$ cat src/rtl/serial_pair_adder_pkg.sv
// Shared definitions for the serial pair adder: FSM states, slice width and
// the single-bit full-adder cell used to build the 2-bit slice.
package serial_pair_adder_pkg;

  localparam int SLICE_W = 2;

  typedef enum logic [1:0] {
    IDLE = 2'd0,
    RUN  = 2'd1,
    DONE = 2'd2
  } state_e;

  // One full-adder cell: returns {carry_out, sum}.
  function automatic logic [1:0] full_add(input logic a, input logic b, input logic cin);
    full_add = {(a & b) | (cin & (a ^ b)), a ^ b ^ cin};
  endfunction

endpackage

$ cat src/rtl/serial_pair_adder_add2_slice.sv
// Combinational 2-bit ripple adder made of two full-adder cells.
module add2_slice
  import serial_pair_adder_pkg::*;
(
  input  logic [SLICE_W-1:0] a,
  input  logic [SLICE_W-1:0] b,
  input  logic               cin,
  output logic [SLICE_W-1:0] sum,
  output logic               cout
);

  logic [1:0] fa0_s;
  logic [1:0] fa1_s;

  // Ripple the carry from bit 0 into bit 1.
  always_comb begin
    fa0_s = full_add(a[0], b[0], cin);
    fa1_s = full_add(a[1], b[1], fa0_s[1]);
    sum   = {fa1_s[0], fa0_s[0]};
    cout  = fa1_s[1];
  end

endmodule

$ cat src/rtl/serial_pair_adder.sv
// Serial WIDTH-bit adder: processes operands 2 bits per cycle, LSB first,
// through a single 2-bit slice, with valid/ready handshakes on both sides.
// Optional feature macro: OVERFLOW_FLAG_EN adds the out_ovf port carrying the
// two's-complement overflow of the result.
module serial_pair_adder
  import serial_pair_adder_pkg::*;
#(
  parameter int WIDTH = 8
) (
  input  logic             clk,
  input  logic             rst_n,
  input  logic             in_valid,
  output logic             in_ready,
  input  logic [WIDTH-1:0] in_a,
  input  logic [WIDTH-1:0] in_b,
  input  logic             in_cin,
  output logic             out_valid,
  input  logic             out_ready,
  output logic [WIDTH-1:0] out_sum,
  output logic             out_cout,
`ifdef OVERFLOW_FLAG_EN
  output logic             out_ovf,
`endif
  output logic             busy
);

  localparam int BEATS = WIDTH / SLICE_W;
  localparam int CNT_W = $clog2(BEATS) + 1;
  typedef logic [CNT_W-1:0] cnt_t;
  localparam cnt_t LAST_BEAT = cnt_t'(BEATS - 1);
  localparam cnt_t CNT_ONE   = cnt_t'(1);

  generate
    if ((WIDTH < 2) || ((WIDTH % 2) != 0)) begin : g_bad_width
      $error("serial_pair_adder: WIDTH must be even and >= 2");
    end
  endgenerate

  state_e             state_q, state_d;
  logic [WIDTH-1:0]   a_q, a_d;
  logic [WIDTH-1:0]   b_q, b_d;
  logic [WIDTH-1:0]   sum_q, sum_d;
  logic               carry_q, carry_d;
  cnt_t               cnt_q, cnt_d;
  logic [WIDTH-1:0]   out_sum_q, out_sum_d;
  logic               out_cout_q, out_cout_d;
  logic               out_valid_q, out_valid_d;
  logic               busy_q, busy_d;
`ifdef OVERFLOW_FLAG_EN
  logic               a_msb_q, a_msb_d;
  logic               b_msb_q, b_msb_d;
  logic               out_ovf_q, out_ovf_d;
`endif

  logic [SLICE_W-1:0] slice_sum_s;
  logic               slice_cout_s;

  add2_slice u_slice (
    .a    (a_q[SLICE_W-1:0]),
    .b    (b_q[SLICE_W-1:0]),
    .cin  (carry_q),
    .sum  (slice_sum_s),
    .cout (slice_cout_s)
  );

  // Operands are taken only in IDLE and never while reset is held.
  assign in_ready  = (state_q == IDLE) & rst_n;
  assign out_valid = out_valid_q;
  assign busy      = busy_q;
  assign out_sum   = out_sum_q;
  assign out_cout  = out_cout_q;
`ifdef OVERFLOW_FLAG_EN
  assign out_ovf   = out_ovf_q;
`endif

  // Next-state, datapath shifting and result capture.
  always_comb begin
    state_d    = state_q;
    a_d        = a_q;
    b_d        = b_q;
    sum_d      = sum_q;
    carry_d    = carry_q;
    cnt_d      = cnt_q;
    out_sum_d  = out_sum_q;
    out_cout_d = out_cout_q;
`ifdef OVERFLOW_FLAG_EN
    a_msb_d    = a_msb_q;
    b_msb_d    = b_msb_q;
    out_ovf_d  = out_ovf_q;
`endif
    case (state_q)
      IDLE: begin
        if (in_valid && in_ready) begin
          a_d     = in_a;
          b_d     = in_b;
          carry_d = in_cin;
          sum_d   = {WIDTH{1'b0}};
          cnt_d   = {CNT_W{1'b0}};
          state_d = RUN;
`ifdef OVERFLOW_FLAG_EN
          a_msb_d = in_a[WIDTH-1];
          b_msb_d = in_b[WIDTH-1];
`endif
        end else begin
          state_d = IDLE;
        end
      end
      RUN: begin
        // New slice bits enter at the top so after all beats bit 0 is at the bottom.
        a_d     = a_q >> SLICE_W;
        b_d     = b_q >> SLICE_W;
        sum_d   = (sum_q >> SLICE_W) | (WIDTH'(slice_sum_s) << (WIDTH - SLICE_W));
        carry_d = slice_cout_s;
        cnt_d   = cnt_q + CNT_ONE;
        if (cnt_q == LAST_BEAT) begin
          state_d    = DONE;
          out_sum_d  = sum_d;
          out_cout_d = slice_cout_s;
`ifdef OVERFLOW_FLAG_EN
          out_ovf_d  = (a_msb_q == b_msb_q) & (slice_sum_s[SLICE_W-1] != a_msb_q);
`endif
        end else begin
          state_d = RUN;
        end
      end
      DONE: begin
        if (out_ready) begin
          state_d = IDLE;
        end else begin
          state_d = DONE;
        end
      end
      default: begin
        state_d = IDLE;
      end
    endcase
    out_valid_d = (state_d == DONE);
    busy_d      = (state_d != IDLE);
  end

  // State and datapath registers with synchronous active-low reset.
  always_ff @(posedge clk) begin
    if (!rst_n) begin
      state_q     <= IDLE;
      a_q         <= {WIDTH{1'b0}};
      b_q         <= {WIDTH{1'b0}};
      sum_q       <= {WIDTH{1'b0}};
      carry_q     <= 1'b0;
      cnt_q       <= {CNT_W{1'b0}};
      out_sum_q   <= {WIDTH{1'b0}};
      out_cout_q  <= 1'b0;
      out_valid_q <= 1'b0;
      busy_q      <= 1'b0;
`ifdef OVERFLOW_FLAG_EN
      a_msb_q     <= 1'b0;
      b_msb_q     <= 1'b0;
      out_ovf_q   <= 1'b0;
`endif
    end else begin
      state_q     <= state_d;
      a_q         <= a_d;
      b_q         <= b_d;
      sum_q       <= sum_d;
      carry_q     <= carry_d;
      cnt_q       <= cnt_d;
      out_sum_q   <= out_sum_d;
      out_cout_q  <= out_cout_d;
      out_valid_q <= out_valid_d;
      busy_q      <= busy_d;
`ifdef OVERFLOW_FLAG_EN
      a_msb_q     <= a_msb_d;
      b_msb_q     <= b_msb_d;
      out_ovf_q   <= out_ovf_d;
`endif
    end
  end

endmodule

$ cat config.mk
export PLATFORM = sky130hd
export DESIGN_NAME = serial_pair_adder
export DESIGN_NICKNAME = d
export VERILOG_FILES = /design/src/rtl/serial_pair_adder_pkg.sv /design/src/rtl/serial_pair_adder_add2_slice.sv /design/src/rtl/serial_pair_adder.sv
export SDC_FILE = /design/constraint.sdc
export NUM_CORES = 1
export LEC_CHECK = 0
export CAP_MARGIN = 20
export CORE_MARGIN = 5
export CORE_UTILIZATION = 45
export DETAILED_ROUTE_END_ITERATION = 16
export MAX_ROUTING_LAYER = met4
export PLACE_DENSITY_LB_ADDON = 0.08
export SLEW_MARGIN = 20
export SYNTH_ARGS = -nofsm -noshare
export SYNTH_HDL_FRONTEND = slang
export SYNTH_HIERARCHICAL = 1
export SYNTH_SLANG_ARGS = --single-unit
$ cat constraint.sdc
create_clock -name clk -period 1.7 [get_ports clk]
set_input_delay 0.34 -clock clk [delete_from_list [all_inputs] [get_ports clk]]
set_output_delay 0.34 -clock clk [all_outputs]
set_load 0.03 [all_outputs]
# == Yosys cells after proc, flatten, opt, wreduce, memory -nomap -nowiden ==
# Cells that the tools add are included.
# op_classes
n_addsub,1
n_eq_ne,5
reduce_logical,6
muxes,14
bitwise_logic,12
# op_table
op,n
one-hot mux 8 bit (2 select lines),3
two-way mux 8 bit,3
OR 6 x 8 -> 8 bit,1
one-hot mux 2 bit (3 select lines),1
one-hot mux 3 bit (2 select lines),1
AND 1 bit,5
"equality test 2 bit, second input constant",2
two-way mux 2 bit,2
AND reduction 2 bit,2
nonzero test 2 bit,2
bitwise XOR 1 bit,4
"adder 3 x 1 -> 3 bit, second input constant",1
"equality test 3 x 2 -> 1 bit, second input constant",1
two-way mux 3 bit,1
"equality test 2 x 1 -> 1 bit, second input constant",1
logical NOT 2 bit,1
two-way mux 1 bit,2
"inequality test 2 x 1 -> 1 bit, second input constant",1
OR 1 bit,2
one-hot mux 1 bit (2 select lines),1
logical AND 1 bit,1
# totals
elab_cells,48
inputBits,21
output_inout_bits,12
register_bits,41

# == Depth between registers and ports, before layout ==
# Gate-level depths: netlist of run 1.
# logic_depth
ltp_word,6
depth_mapped,6
mapped_depth_nobuf,6

# == Modules after synthesis ==
# Netlist of run 1, hierarchy kept.
# modules_own_cells
module,instances,cells_each,area_each_um2
serial_pair_adder,1,151,1530.2
add2_slice,1,10,70.1

# == Worst setup path before layout of run 1 ==
# OpenSTA, ideal clock, no wires.
# synth_timing
kind,reg-to-reg
start,register a_q[0]
end,register sum_q[7]
t_arrival_ns,1.501
slack_ns,0.080
path_stages_with_launch,7
synth_period_minus_slack_ns,1.620
path_cell_list,dfxtp_1 > inv_1 > fa_1 > fa_1 > inv_1 > a22oi_1 > nor2b_1
# synth_via
elab_chain_len,6
elab_cells_between_ends,7
classes_between,1 x mux; 6 x bitwise
# synth_rtl
element,line,source
from (decl),serial_pair_adder.sv:40,"logic [WIDTH-1:0] a_q, a_d;"
from (signal assigned),serial_pair_adder.sv:145,a_q <= {WIDTH{1'b0}};
bitwise XOR 1 bit,serial_pair_adder_pkg.sv:15,"full_add = {(a & b) | (cin & (a ^ b)), a ^ b ^ cin};"
AND 1 bit,serial_pair_adder_pkg.sv:15,
OR 1 bit (*),serial_pair_adder_pkg.sv:15,
bitwise XOR 1 bit (*),serial_pair_adder_pkg.sv:15,
named net slice_sum_s[1],serial_pair_adder.sv:55,logic [SLICE_W-1:0] slice_sum_s;
OR 6 x 8 -> 8 bit (*),serial_pair_adder.sv:112,sum_d = (sum_q >> SLICE_W) | (WIDTH'(slice_sum_s) << (WIDTH - SLICE_W));
one-hot mux 8 bit (2 select lines) (*),serial_pair_adder.sv:91,case (state_q)
to (signal assigned),serial_pair_adder.sv:147,sum_q <= {WIDTH{1'b0}};
to (signal assigned),serial_pair_adder.sv:163,sum_q <= sum_d;
to (decl),serial_pair_adder.sv:42,"logic [WIDTH-1:0] sum_q, sum_d;"
# Mark *: on every way through the listed nets, which the timed path passes. The rest lies on a longest branch.
# A chain may end at the register's enable or synchronous reset.

# == Worst setup path in the final report of run 1 ==
# layout_timing
start,register carry_q
end,register sum_q[7]
# layout_via
elab_chain_len,5
# layout_rtl
element,line,source
from (decl),serial_pair_adder.sv:43,"logic carry_q, carry_d;"
from (signal assigned),serial_pair_adder.sv:164,carry_q <= carry_d;
AND 1 bit,serial_pair_adder_pkg.sv:15,
OR 1 bit,serial_pair_adder_pkg.sv:15,
bitwise XOR 1 bit,serial_pair_adder_pkg.sv:15,
named net slice_sum_s[1],serial_pair_adder.sv:55,
OR 6 x 8 -> 8 bit,serial_pair_adder.sv:112,
one-hot mux 8 bit (2 select lines),serial_pair_adder.sv:91,
# The timed path passes the listed nets, and every way through them passes these cells.

==> metrics list, run 1 <==
* Last weighted congestion value of the routability-driven placer: 0.7890
- Library cell appearing most often on the critical path: sky130_fd_sc_hd__inv_2
* Setup-violating endpoint count in the final report: 0
- Across all layers, the routed design uses 1233 vias.
- Fraction of power spent switching nets: 0.2351
- Summing all multi-input logic gate instances after layout gives 720.7 um^2.
- The largest single stage delay on the critical path is 0.50 ns.
- Across the VDD grid, the largest voltage drop is 0.0007136 V.
- Final critical-path setup slack: 0.1034 ns
* Syn Std Cell Area: 0.001600 mm^2
* Area of the die: 0.004849 mm^2
* Global-route wire length before repair: 5.375 mm
* Area overhead of the layout relative to synthesis: 27.60%
* Power per Cell Area: 915.6 mW/mm^2
- After the last flow step, the layout net total stands at 219.
- For hold timing, the worst endpoint is a_q[0].
* Max-cap violations: 0
* Port Buffer Count: 32
- Critical path cell sequence: inv_2 -> fa_2 -> fa_1 -> inv_2 -> a22oi_2 -> nor2b_1
* Combinational share of power: 0.128
- For the final database, setup skew stands at 0.01108 ns.
- Clock share of power: 0.343
* Post-synthesis cell type count: 27
- Clock edge transition at the registers on the reported setup and hold paths: 0.11 ns
- Post-Place Setup Slack: -0.1465 ns
- Synthesized instance count: 161
- STA puts the critical path data arrival time at 1.84 ns.
- The commonest cells after synthesis are sky130_fd_sc_hd__dfxtp_1 (39), sky130_fd_sc_hd__nor2_1 (26), sky130_fd_sc_hd__nor2b_1 (21), sky130_fd_sc_hd__o221ai_1 (13), sky130_fd_sc_hd__a22oi_1 (11).
* Antenna diode instance count: 0
- The region available for standard cell placement spans 0.003390 mm^2.
- For the pin with the worst max-slew slack, the measured transition is 0.5651 ns.
* Switching power: 0.4396 mW
- Layout fillers: 305
- Across every metal layer, demand over resource in global routing totals 0.1391.
- Post-CTS setup-driven buffer insertion count: 0
- Register cell area after layout: 783.3 um^2
- The cell sitting at the root of the clock tree is a sky130_fd_sc_hd__clkbuf_4.
- CTS Buffer Depth: 2
- Worst flop-to-flop path endpoint: sum_q[7]
- Crit-path slowest cell: sky130_fd_sc_hd__fa_1
- Once layout is done, the placed cells without fillers occupy 0.002042 mm^2.
- The number of global-route vias before repair came to 1273.
- Measured in cells, the most critical reg-to-reg path has a length of 6.
* Via-per-instance ratio: 5.116
- Pre-Repair DR Iteration Count: 4
* Total half-perimeter wirelength after legalization and detailed placement: 2.297 mm
* CTS Buf Count: 5
- Number of antenna violations at the first check in global routing: 0
- Beginning of the worst hold path: a_q[0]
- Relative slew slack: 0.6232
- Sequential fraction of the synthesis area: 0.4879
- Dividing the final minimum period by the clock period gives 0.9392.
- Of the post-synthesis cell area, the dominant cell type holds 0.4879.
- STA classifies the critical path endpoint as a flop.
- Cell type contributing the most total cell area after synthesis: sky130_fd_sc_hd__dfxtp_1
- Yosys instantiated no cell more often than sky130_fd_sc_hd__dfxtp_1.
- Post-detailed-route count of antenna-violating nets: 0
- The floorplan has 21 rows.
* Mean Syn Cell Area: 9.940 um^2
* Worst hold-check path type: reg2reg
- Timing would allow up to 0.6263 GHz.
- The share of total power dissipated in sequential elements is 0.529.
- In this run, synthesis inferred 0 flip-flops with an integrated enable.
- Top area cells in the synthesized netlist: sky130_fd_sc_hd__dfxtp_1 (49%), sky130_fd_sc_hd__nor2b_1 (8.2%), sky130_fd_sc_hd__o221ai_1 (7.1%)
* Unrepaired setup endpoints after global routing: false
* Maximum number of pins on one net before global-route repair: 25
* Yosys warnings: 6
- The flow ran to the end, and the final reports show no timing, DRC or antenna violations.
- After detailed routing, the total wire length is 3.162 mm.
- Subtracting the final worst setup slack from the clock period gives 1.597 ns.
- Required time worst endpoint: 1.94 ns
* Max H-tree Level: 2
* Total leakage power: 0.8487 nW
* Core occupancy in the finished layout: 0.6024
- Die width: 69.64 um
- P_int: 1.430 mW
* Synthesis-stage register bit count: 39
* Total clock sinks: 39
- After detailed placement, the total cell area comes to 0.001944 mm^2.
- Number of design-rule violations left by the first detailed-router iteration: 38
* Most used DFF post-synth: sky130_fd_sc_hd__dfxtp_1
- Critical register-to-register path startpoint: carry_q
* Overflow after GRT: 0
* Number of design rule violations left after detail routing: 0
- Ys async rst share: 0
- Register-to-register setup slack: 0.10 ns
- CTS tree: built
* Critical path peak fanout: 2
* Final Slew Violations: 0
- Final count of hold timing violations: 0
* Number of placed I/O pins: 33
- Skew-Pair Late Insertion Delay: 0.34 ns
* Starting density of the core: 0.4721
* Share of cells above drive strength 1: 0.1282
- The critical path is of the reg2reg type.
- The floorplan step set the die height to 69.64 um.
- Drt wl/cell: 13.12 um
- The number of nets handed over by synthesis was 186.
- Along the worst hold path, the cell count comes to 2.
- STA classifies the critical path startpoint as a flop.
## how the worst max path moves through the flow
stage,start,to,slack (ns),cells after the start
floorplan,a_q[0],sum_q[7],0.08,6
global placement,in_valid,sum_q[6],-0.02,4
detailed placement,in_valid,a_q[7],-0.15,4
CTS,out_sum[5],out_sum[5],0.00003,1
global route,b_q[0],out_sum[7],0.004,6
finish,carry_q,sum_q[7],0.10,6
## area by class of cell
cell class | count | area share
Clock buffer | 6 | 0.02512
Sequential cell | 39 | 0.3836
Inverter | 9 | 0.01654
Multi-Input combinational cell | 101 | 0.3529
Timing Repair Buffer | 38 | 0.1765
Tap cell | 46 | 0.02819
Clock inverter | 2 | 0.01716
## critical path: cells and delay by family, from the launching register on
kind,cells,cell delay (ns)
adder cells (fa/ha/maj),2,0.87
flip-flops,1,0.35
AO/OA/AOI/OAI,1,0.14
buffers and inverters,2,0.09
AND/OR/NAND/NOR,1,0.06
## state kept, by name, indices dropped and copies added, names as in the netlist
name,count
cnt_q,3
state_q,2
out_sum,8
out_valid,1
a_q,8
sum_q,6
out_cout,1
busy,1
b_q,8
carry_q,1
## cell usage in the layout (no fill, tap or decap), types with 2 or more instances in the layout
master / instances
sky130_fd_sc_hd__clkdlybuf4s50_1: 20
sky130_fd_sc_hd__dlygate4sd2_1: 8
sky130_fd_sc_hd__nor2_1: 26
sky130_fd_sc_hd__inv_2: 2
sky130_fd_sc_hd__dlymetal6s2s_1: 3
sky130_fd_sc_hd__nand2_1: 2
sky130_fd_sc_hd__ha_1: 2
sky130_fd_sc_hd__o21a_1: 2
sky130_fd_sc_hd__nor2b_1: 21
sky130_fd_sc_hd__o221ai_1: 13
sky130_fd_sc_hd__clkbuf_4: 5
sky130_fd_sc_hd__mux2i_1: 9
sky130_fd_sc_hd__dfxtp_2: 2
sky130_fd_sc_hd__a22oi_1: 10
sky130_fd_sc_hd__inv_1: 7
sky130_fd_sc_hd__nor3b_1: 3
sky130_fd_sc_hd__buf_4: 7
sky130_fd_sc_hd__dfxtp_1: 37
## cells by family after synthesis
family	after synthesis	synth area share
simple gates	58	0.1931
flops	39	0.4879
compound gates	30	0.1532
buf+inv	21	0.06880
mux	9	0.05630
fa+ha+maj	4	0.04066
## what timing repair did
item	in CTS	in global routing
hold buffers	0	0
setup endpoints to repair	8	6
hold endpoints to repair	0	0
pin swaps	0	1
resized for setup	8	10
## routing by layer
| layer | global-route usage | vias up | wire, um |
|---|---|---|---|
| met5 | - | - | 0 |
| met1 | 0.1528 | 576 | 1401 |
| met4 | 0.05745 | 0 | 55 |
| li1 | - | 618 | - |
| met3 | 0.03913 | 8 | 147 |
| met2 | 0.2362 | 31 | 1557 |
## power groups by stage
| stage | registers (mW) | logic, mW | clock network, mW |
|---|---|---|---|
| 4_1_cts | 0.987 | 0.235 | 0.663 |
| 2_1_floorplan | 1.00 | 0.153 | 0 |
| 5_1_grt | 0.994 | 0.268 | 0.693 |
| 6_report | 0.988 | 0.240 | 0.642 |
| 3_3_place_gp | 1.01 | 0.228 | 0 |
| 3_5_place_dp | 1.01 | 0.234 | 0 |
## stage by stage
stage          std cells  setup TNS (ns)  hold WS (ns)  power (mW)
4_1_cts              241               0        0.4859       1.884
2_1_floorplan        161               0        0.4388       1.154
5_1_grt              241               0        0.5152       1.956
3_3_place_gp         233         -0.2734        0.4544       1.234
6_report             241               0        0.4667       1.870
3_5_place_dp         233          -1.504        0.4564       1.241
Note: power is estimated with default switching activity, not from simulation.
==> run 2: changes to the inputs <==
--- a/config.mk
+++ b/config.mk
@@ -11,7 +11,6 @@
 export DETAILED_ROUTE_END_ITERATION = 16
 export MAX_ROUTING_LAYER = met4
 export PLACE_DENSITY_LB_ADDON = 0.08
-export SLEW_MARGIN = 20
 export SYNTH_ARGS = -nofsm -noshare
 export SYNTH_HDL_FRONTEND = slang
 export SYNTH_HIERARCHICAL = 1
==> results of run 2 <==
The final DEF is identical to that of run 1; final timing and power are the same.
